--- config.mk ---
export PLATFORM = sky130hd
export DESIGN_NAME = input_conditioner_bank
export DESIGN_NICKNAME = d
export VERILOG_FILES = /design/src/rtl/input_conditioner_bank.sv
export SDC_FILE = /design/constraint.sdc
export NUM_CORES = 1
export LEC_CHECK = 0
export CORE_ASPECT_RATIO = 1.75
export CORE_MARGIN = 2
export CORE_UTILIZATION = 45
export DETAILED_ROUTE_END_ITERATION = 6
export PLACE_DENSITY = 0.67
export SYNTH_ARGS = -nofsm -noshare
export SYNTH_HDL_FRONTEND = slang
export SYNTH_SLANG_ARGS = --single-unit
--- constraint.sdc ---
create_clock -name clk -period 3.9 [get_ports clk]
set_input_delay 0.78 -clock clk [delete_from_list [all_inputs] [get_ports clk]]
set_output_delay 0.78 -clock clk [all_outputs]
set_load 0.1 [all_outputs]
--- src/rtl/input_conditioner_bank.sv ---
// Multi-channel input conditioner: synchronise, debounce and edge-detect asynchronous status lines.
// Optional sticky event flags are compiled in with CONDITIONER_STICKY_EN.
module input_conditioner_bank #(
   parameter int unsigned CHANNELS    = 8,
   parameter int unsigned SYNC_STAGES = 2,
   parameter int unsigned DEBOUNCE_W  = 8,
   parameter logic        RESET_LEVEL = 1'b1
) (
   input  logic                    clk,
   input  logic                    reset_n,
   input  logic [CHANNELS-1:0]     input_async,
   input  logic [2*CHANNELS-1:0]   edge_mode,
   input  logic [DEBOUNCE_W-1:0]   debounce_limit,
   input  logic [CHANNELS-1:0]     event_clear,
   output logic [CHANNELS-1:0]     level_out,
   output logic [CHANNELS-1:0]     output_edge,
   output logic [CHANNELS-1:0]     event_pending,
   output logic                    any_event
);

   logic [SYNC_STAGES-1:0][CHANNELS-1:0] sync_q;
   logic [CHANNELS-1:0]                  sync_s;
   logic [DEBOUNCE_W-1:0]                cnt_q [CHANNELS];
   logic [DEBOUNCE_W-1:0]                cnt_d [CHANNELS];
   logic [CHANNELS-1:0]                  level_q, level_d;
   logic [CHANNELS-1:0]                  edge_q, edge_d;

   // Synchroniser chain; stage 0 captures the raw input.
   always_ff @(posedge clk) begin
      if (!reset_n) begin
         sync_q <= {SYNC_STAGES{{CHANNELS{RESET_LEVEL}}}};
      end else begin
         sync_q <= {sync_q[SYNC_STAGES-2:0], input_async};
      end
   end

   assign sync_s = sync_q[SYNC_STAGES-1];

   // Debounce: a change is accepted once it has outlasted debounce_limit extra cycles.
   always_comb begin
      cnt_d   = cnt_q;
      level_d = level_q;
      edge_d  = '0;
      for (int i = 0; i < int'(CHANNELS); i++) begin
         if (sync_s[i] == level_q[i]) begin
            cnt_d[i] = '0;
         end else if (cnt_q[i] >= debounce_limit) begin
            cnt_d[i]   = '0;
            level_d[i] = sync_s[i];
            edge_d[i]  = sync_s[i] ? edge_mode[2*i] : edge_mode[2*i+1];
         end else begin
            cnt_d[i] = DEBOUNCE_W'(cnt_q[i] + 1'b1);
         end
      end
   end

   always_ff @(posedge clk) begin
      if (!reset_n) begin
         level_q <= {CHANNELS{RESET_LEVEL}};
         edge_q  <= '0;
         for (int i = 0; i < int'(CHANNELS); i++) begin
            cnt_q[i] <= '0;
         end
      end else begin
         level_q <= level_d;
         edge_q  <= edge_d;
         cnt_q   <= cnt_d;
      end
   end

   assign level_out   = level_q;
   assign output_edge = edge_q;

`ifdef CONDITIONER_STICKY_EN
   logic [CHANNELS-1:0] pend_q, pend_d;

   // A new edge takes priority over a clear in the same cycle.
   always_comb begin
      pend_d = (pend_q & ~event_clear) | edge_d;
   end

   always_ff @(posedge clk) begin
      if (!reset_n) begin
         pend_q <= '0;
      end else begin
         pend_q <= pend_d;
      end
   end

   assign event_pending = pend_q;
   assign any_event     = |pend_q;
`else
   logic clear_unused;

   assign clear_unused  = ^event_clear;
   assign event_pending = '0;
   assign any_event     = 1'b0;
`endif

endmodule
==> results_dict.tcl <==
set metrics [dict create \
    run_status "finished, final reports clean" \
    grt_max_degree 33 \
    synthDistinctLibCells 31 \
    cell_internal_pwr_w 0.001599 \
    global_route.usage.total 0.1774 \
    synth.ff_latch_count 96 \
    filler_cell_count 1042 \
    multiInputGateArea_sq_mm 0.003259 \
    place_inst 704 \
    hpwlAfterDp_mm 7.851 \
    clockBufferDepth 2 \
    combinationalPowerShare 0.102 \
    max-vdd-ir-drop_mv 0.2297 \
    fin_crit_ns 2.654 \
    flow.area_growth_from_synthesis_pct 17.39 \
    critical_path.top_delay_family "buffers and inverters" \
    finClkSkew_ns 0.007464 \
    power.switching_fraction 0.2420 \
    pin_count 67 \
    max_slew.worst_pin.slew_ns 0.9793 \
    critical_path_peak_fanout 3 \
    rd_place_congestion 0.8083 \
    fp.coreArea_sq_mm 0.01152 \
    htree_levels 3 \
    final-seq-area_sq_mm 0.001922 \
    cells_after_synthesis 523 \
    cts.hold.buffers_added 0 \
    crit_slowest_cell "sky130_fd_sc_hd__clkdlybuf4s50_1" \
    drtPass1Iterations 4 \
    final_critical_path_setup_slack_ns 1.246 \
    critical_path.cell_chain "clkdlybuf4s50_1" \
    mostFrequentLayoutCell "sky130_fd_sc_hd__dfxtp_1" \
    place.port_buffers 49 \
    start_util 0.4616 \
    timing.fmax_mhz 376.8 \
    power.density_mw_per_mm2 338.0 \
    cts_root_buffer "sky130_fd_sc_hd__clkbuf_16" \
    drt_first_iter_violations 110 \
    grt_antenna_before_repair 0 \
    worstPathArrival_ns 1.87 \
    synthesis.yosys.warnings 0 \
    worstSetupPathType "flop to primary output" \
    number_of_global_route_vias_before_repair 3965 \
    cts_repair_resize_count 0 \
    placement_rows 52 \
    critPathLaunchType "flop" \
    max_slew_margin 0.3451 \
    fp.dieW_um 86.17 \
    drv.max_cap_violation_count 0 \
    tritoncts "yes" \
    net_switching_w 0.0005104 \
    critical-path-max-stage-delay_ns 1.15 \
    worst_hold_path_type "flop to flop" \
    synth.avg_cell_area_sq_um 10.17 \
    finalHoldViolCount 0 \
    dr_total_vias 3921 \
    timing.final.max_slew_violations 0 \
    timing.final.setup_violations 0 \
    rsz0062_at_grt "no" \
    setup_total_negative_slack_ns 0 \
    cts-buffers-inserted 9 \
    preCtsSetupSlack_ns 0.8409 \
    critical_path.endpoint_type "primary output" \
    routedWlPerCell_um 14.83 \
    vias_per_cell 5.446 \
    syn_area_sq_mm 0.005316 \
    drcViolationCount 0 \
    clk_transition_reported_paths_ns 0.06 \
    instances_no_fill 720 \
    n_antenna_cell 0 \
    grt_first_pass_wirelength_mm 18.03 \
    globalRouteOverflowTotal 0 \
    dieArea_sq_mm 0.01273 \
    part_of_the_yosys_area_used_for_sequential_elements 0.3615 \
    layout_common_cells "sky130_fd_sc_hd__dfxtp_1 (96), sky130_fd_sc_hd__ha_1 (72), sky130_fd_sc_hd__nor2_1 (64)" \
    cts.sinks 96 \
    critical_path_buf_inv_count 1 \
    power.clock.fraction 0.424 \
    part_of_the_cycle_the_worst_path_needs 0.6806 \
    postRouteAntennaNets 0 \
    postCtsSetupRepairBufs 0 \
    totalWireLength_mm 10.68 \
    cp_data_required_time_ns 3.12 \
    design.final.nets 694 \
    die_height_um 147.8 \
    insertion_delay_ns 0.34 \
    share_seq_of_total_power 0.474 \
    post_route_cells_drive_above_1_share 0.07009 \
    power_leakage_nw 2.812 \
]
[final timing paths]
| path | startpoint | endpoint | slack (ns) | cells after the start |
|---|---|---|---|---|
| min | sync_q[1]$_SDFF_PN1_ | sync_s[1]$_SDFF_PN1_ | 0.41 | 1 |
| max | level_out[1]$_SDFFE_PN1P_ | level_out[1] | 1.25 | 1 |
| min reg2reg | sync_q[1]$_SDFF_PN1_ | sync_s[1]$_SDFF_PN1_ | 0.41 | 1 |
| max reg2reg | cnt_q[40]$_SDFF_PP0_ | level_out[2]$_SDFFE_PN1P_ | 2.08 | 6 |
[sequential cells by signal, summed over array words and instances, names as in the netlist]
| name | cells |
|---|---|
| cnt_q | 64 |
| level_out | 8 |
| sync_s | 8 |
| sync_q | 8 |
| output_edge | 8 |
[power by group through the flow]
stage	clock network [W]	registers (W)	logic (W)
finish	0.000894	0.00100	0.000215
global route	0.000963	0.00100	0.000233
CTS	0.000921	0.00100	0.000217
detailed placement	0	0.00102	0.000216
global placement	0	0.00102	0.000211
floorplan	0	0.00102	0.000156
[through the flow]
step	hold slack (ns)	cell area [sq um]	total power [W]	util
2_1_floorplan	0.3863	5346	0.001180	-
4_1_cts	0.4098	6241	0.002139	0.5419
5_1_grt	0.4254	6241	0.002198	0.5419
6_report	0.4069	6241	0.002109	0.5419
3_3_place_gp	0.3938	5934	0.001234	0.5153
3_5_place_dp	0.3939	5934	0.001239	0.5153
[cells in the mapped netlist]
| master | n | area [sq um] |
|---|---|---|
| sky130_fd_sc_hd__xor2_1 | 43 | 376.6 |
| sky130_fd_sc_hd__inv_1 | 23 | 86.33 |
| sky130_fd_sc_hd__nand2b_4 | 8 | 110.1 |
| sky130_fd_sc_hd__xnor2_1 | 13 | 113.9 |
| sky130_fd_sc_hd__nor3_1 | 8 | 40.04 |
| sky130_fd_sc_hd__a2111oi_4 | 8 | 220.2 |
| sky130_fd_sc_hd__ha_1 | 72 | 900.9 |
| sky130_fd_sc_hd__o31a_1 | 7 | 61.31 |
| sky130_fd_sc_hd__a21oi_1 | 8 | 40.04 |
| sky130_fd_sc_hd__buf_4 | 9 | 67.56 |
| sky130_fd_sc_hd__and2_1 | 8 | 50.05 |
| sky130_fd_sc_hd__o311ai_2 | 7 | 113.9 |
| sky130_fd_sc_hd__a41o_1 | 8 | 80.08 |
| sky130_fd_sc_hd__nand3_1 | 34 | 170.2 |
| sky130_fd_sc_hd__o21ai_1 | 1 | 5.000 |
| sky130_fd_sc_hd__dfxtp_1 | 96 | 1922 |
| sky130_fd_sc_hd__and4_1 | 2 | 17.52 |
| sky130_fd_sc_hd__o21a_1 | 9 | 67.56 |
| sky130_fd_sc_hd__conb_1 | 1 | 3.750 |
| sky130_fd_sc_hd__nor3b_1 | 8 | 60.06 |
| sky130_fd_sc_hd__nor2b_1 | 1 | 6.260 |
| sky130_fd_sc_hd__o221ai_1 | 8 | 70.07 |
| sky130_fd_sc_hd__nand2b_1 | 16 | 100.1 |
| sky130_fd_sc_hd__mux2i_1 | 8 | 80.08 |
| sky130_fd_sc_hd__nand2_1 | 11 | 41.29 |
| sky130_fd_sc_hd__nand4_1 | 8 | 50.05 |
| sky130_fd_sc_hd__and3_1 | 22 | 137.6 |
| sky130_fd_sc_hd__o211ai_2 | 1 | 12.51 |
| sky130_fd_sc_hd__a21o_1 | 8 | 60.06 |
| sky130_fd_sc_hd__clkbuf_1 | 3 | 11.26 |
| sky130_fd_sc_hd__nor2_1 | 64 | 240.2 |
[cell type report]
type | instances | share of cell area
multi-input cells | 400 | 0.5223
flip-flops and latches | 96 | 0.3079
repair buffers | 50 | 0.07979
clock buffers | 10 | 0.03829
well taps | 135 | 0.02706
inverters | 23 | 0.01383
clock inverters | 6 | 0.01083
[metal layers]
layer | wire, um | up-vias | track usage
li1 | - | 1967 | -
met1 | 4478 | 1848 | 0.2047
met2 | 5523 | 88 | 0.3151
met3 | 402 | 18 | 0.02959
met4 | 274 | 0 | 0.07778
met5 | 0 | - | 0
[cells by family after synthesis]
group | Yosys count | share of synthesized area
adder cells (fa/ha/maj) | 72 | 0.1695
AO/OA/AOI/OAI | 65 | 0.1374
AND/OR/NAND/NOR | 190 | 0.1925
flip-flops | 96 | 0.3615
XOR/XNOR | 56 | 0.09226
buffers and inverters | 35 | 0.03106
multiplexers | 8 | 0.01506
other | 1 | 0.0007054
[worst reg2reg max path, delay by kind of cell, from the launching register on]
family          cells  cell delay, ns
compound gates      3            0.74
fa+ha+maj           1            0.27
flops               1            0.45
buf+inv             1            0.08
simple gates        1            0.15
Note: power is estimated with default switching activity, not from simulation.
==> RTL edit 1, RTL diff (same flow settings) <==
Put one more register stage on the output `level_out`, with the module's reset. The value now appears one clock later. The other outputs are not delayed to match.
--- a/src/rtl/input_conditioner_bank.sv
+++ b/src/rtl/input_conditioner_bank.sv
@@ -68,7 +68,13 @@
       end
    end
 
-   assign level_out   = level_q;
+   always_ff @(posedge clk) begin
+      if (!reset_n) begin
+         level_out <= '0;
+      end else begin
+         level_out <= level_q;
+      end
+   end
    assign output_edge = edge_q;
 
 `ifdef CONDITIONER_STICKY_EN
Formal check against the unedited RTL: not equivalent (Yosys sat finds a counterexample within 4 cycles, from zero or initial values and one cycle with reset_n low).
==> RTL edit 1 against the original RTL <==
Sequential cell count grew 8. Register-to-register slack lost 0.38 ns. Clock power is 0.9% higher. Synthesized area shrank 0.52%. Design area shrank 1.3%. Setup slack lost 0.26 ns. Power rose by 4.5%. Wire length up 2.5%. Cell count rose by 1.5%. Largest cell class unchanged.
==> RTL edit 1: results (changes against the original RTL) <==
Status: finished, final reports clean
Worst hold path startpoint: sync_q[7]
Register area share after synthesis: 39.37% (+3.2 points)
CTS Buf Count: 9 (unchanged)
Cell family contributing the most delay on the critical path: simple AND/OR/NAND/NOR gates
Hold WC Path Type: register to register
Tmin final: 2.914 ns (+0.2596 ns)
Main area contributors after synthesis: dfxtp_1 39%, ha_1 17%, xor2_1 7.8%
Relative slew margins: 34.56% (+0.053 points)
Clk slew on worst S/H paths: 0.07 ns
Critical path's slowest cell: or3b_1
Clk buf depth: 2 (unchanged)
Critical Path AT: 3.20 ns (+1.33 ns)
Flip-flop count of the largest register after layout: 64 (unchanged)
R2r startpoint: cnt_q[41]
Root Buffer: clkbuf_16
Setup Buffers After CTS: 0 (unchanged)
Tot GR Track Use: 18.28% (+0.54 points)
Port bufs: 49 (unchanged)
Cell variety after synth: 34 (+9.7%)
Synth cell count leaders: 104 x dfxtp_1, 72 x ha_1, 47 x xor2_1
Clock Latency Late Sink: 0.35 ns
Post-layout nets: 705 (+1.6%)
Vias: 3,887 (-0.87%)
Post_cts resized: 0 (unchanged)
Critical Path Start: debounce_limit[2]
Share of post-route cells with drive strength above 1: 7.215% (+0.21 points)
1st-pass router iterations: 6 (+2)
Synth warn: 0 (unchanged)
Initial antenna violation count: 0 (unchanged)
Share of the synthesized area in the top cell type: 39.37% (+3.2 points)
Leak Pwr: 0.002737 uW (-2.7%)
WL per Instance: 14.97 um (+0.91%)
Maximum vdd drop: 225.8 uV (-1.7%)
Post-synthesis async set-or-reset flop share: 0% (unchanged)
Hold Vio Cnt, Final: 0 (unchanged)
Ant. Diodes: 0 (unchanged)
H-tree levels: 3 (unchanged)
Clock Skew: 0.005492 ns (-0.001972 ns)
Post-DP HPWL: 8303 um (+5.8%)
Crit-path max FO: 8 (+5)
Largest reg by FF count: cnt_q
GP Congestion: 0.8456 (+4.6%)
CP max stage delay: 0.58 ns (-0.57 ns)
Largest net degree at the start of global routing: 17 (-48%)
First-pass GRT wire length: 18,370 um (+1.9%)
DR iter-0 viols: 153 (+39%)
Pins Over Slew Limit: 0 (unchanged)
## RTL edit 1: layout make-up
type,count,area [um^2]
multi-input cells,395,2997
inverters,28,105.1
fillers,1039,5354
clock inverters,6,60.06
well taps,135,168.9
flip-flops and latches,104,2082
clock buffers,10,229.0
repair buffers,53,520.5
## RTL edit 1: power breakdown
| group | switching (uW) | internal, uW |
|---|---|---|
| sequential | 11.1 | 1080 |
| clock | 406 | 495 |
| combinational | 139 | 75.9 |
| total | 556 | 1650 |
## RTL edit 1: path summary, 6_finish.rpt
check	slack, ns	end	cells after the start
setup / recovery	0.99	cnt_q[43]	8
hold / removal	0.42	sync_s[7]	1
setup reg to reg	1.70	cnt_q[43]	6
hold reg to reg	0.42	sync_s[7]	1
## RTL edit 1: cells by family (layout without fill, tap and decap cells)
logic type	count (synthesis)	in the layout	synth area share, %
flops	104	104	39.37
fa+ha+maj	72	72	17.03
mux	13	13	2.460
simple gates	194	194	20.09
buf+inv	49	97	4.542
xor+xnor	56	56	9.274
other cells	1	9	0.07090
compound gates	51	51	7.169
## RTL edit 1: per-stage QoR
step	setup WS, ns	hold slack [ns]	std cells	instance area (um^2)
floorplan	1.353	0.3863	548	5319
global placement	0.6685	0.3915	715	5873
detailed placement	0.5859	0.3999	715	5873
CTS	0.9570	0.4204	731	6162
global route	0.8279	0.4343	731	6162
finish	0.9862	0.4152	731	6162
## RTL edit 1: layer usage
| metal | part of all wire (%) | vias to the layer above | global-route usage, % |
|---|---|---|---|
| met1 | 42 | 1839 | 20.87 |
| met4 | 2.6 | 0 | 7.778 |
| met3 | 2.8 | 21 | 3.127 |
| li1 | - | 1955 | - |
| met5 | 0 | - | 0 |
| met2 | 52 | 72 | 32.79 |
==> RTL edit 2, RTL diff (config.mk and constraints unchanged) <==
Made on the original files. The parameter `CHANNELS` goes from 8 to 4.
--- a/src/rtl/input_conditioner_bank.sv
+++ b/src/rtl/input_conditioner_bank.sv
@@ -1,7 +1,7 @@
 // Multi-channel input conditioner: synchronise, debounce and edge-detect asynchronous status lines.
 // Optional sticky event flags are compiled in with CONDITIONER_STICKY_EN.
 module input_conditioner_bank #(
-   parameter int unsigned CHANNELS    = 8,
+   parameter int unsigned CHANNELS    = 4,
    parameter int unsigned SYNC_STAGES = 2,
    parameter int unsigned DEBOUNCE_W  = 8,
    parameter logic        RESET_LEVEL = 1'b1
Ports: changed (6 resized); port bits go from 67 to 39. The function was not compared with the original's and may differ.
==> RTL edit 2 against the original RTL <==
Power shrank 57%. First-iteration DRC count shrank 55%. Setup slack gained 0.044 ns. Synthesized area shrank 50%. Sequential power shrank 50%. Sequential cell count shrank 48. Design area shrank 50%. Cell count shrank 47%. Wire length shrank 53%. Critical endpoint is now level_out[0]. Largest power group unchanged. Highest routed layer unchanged.
==> RTL edit 2: results (changes against the original RTL) <==
Status: finished, final reports clean
Synth Area in Compound Gates: 13.95% (+0.21 points)
Power in combinational cells: 112 uW (-48%)
First-pass GRT wire length: 8825 um (-51%)
Switch share: 24.64% (+0.44 points)
FF-to-FF End: cnt_q[10]
Cell variety after synth: 32 (+3.2%)
Share of post-route cells with drive strength above 1: 5.941% (-1.1 points)
Met1 Wirelength: 2015 um (-55%)
Clk power: 303 uW (-66%)
Register area share after synthesis: 35.84% (-0.31 points)
GP Congestion: 0.7604 (-5.9%)
Largest net degree at the start of global routing: 18 (-45%)
Worst Hold Path EP: sync_s[3]
WL per Instance: 13.05 um (-12%)
Critical Path Start: level_out[0]
Synth Area in Adders: 16.80% (-0.15 points)
DR iter-0 viols: 50 (-55%)
Met3 routed wirelength: 165 um (-59%)
FILL cells: 580 (-44%)
Routed met2 length: 2694 um (-51%)
H-tree levels: 2 (-1)
Met1 usage: 17.71% (-2.8 points)
Leak Pwr: 0.001423 uW (-49%)
Multiplexer share of the synthesized area: 1.493% (-0.013 points)
Relative slew margins: 35.56% (+1.1 points)
Vias: 1,984 (-49%)
M3 GR Usage: 2.857% (-0.10 points)
Flip-flop count of the largest register after layout: 32 (-50%)
Clk slew on worst S/H paths: 0.08 ns (+0.02 ns)
Register-to-register setup slack: 2.02 ns (-0.06 ns)
Post-DP HPWL: 3943 um (-50%)
Post-layout nets: 364 (-48%)
Synth cell count leaders: 48 x dfxtp_1, 36 x ha_1, 33 x nor2_1
==> RTL edit 2: cell types whose count changed in the layout (fill, tap and decap cells not counted), sizes merged, moves of 12 or more <==
cell           change
dfxtp             -48
nand2b            -12
ha                -36
and3              -12
nor2              -31
clkdlybuf4s50     -20
xor2              -19
nand3             -16
==> RTL edit 2: layout make-up <==
class,count,area share [%]
clock buffers,8,2.869
inverters,16,1.912
multi-input cells,201,52.03
flip-flops and latches,48,30.60
well taps,78,3.108
repair buffers,30,9.482
==> RTL edit 2: through the flow <==
step	worst slack, ns	total power, uW	util [%]	std cells
CTS	1.276	925.4	53.84	381
global route	1.237	963.3	53.84	381
floorplan	1.848	591.8	-	271
global placement	1.119	621.9	52.30	373
detailed placement	1.125	625.0	52.30	373
finish	1.290	915.5	53.84	381
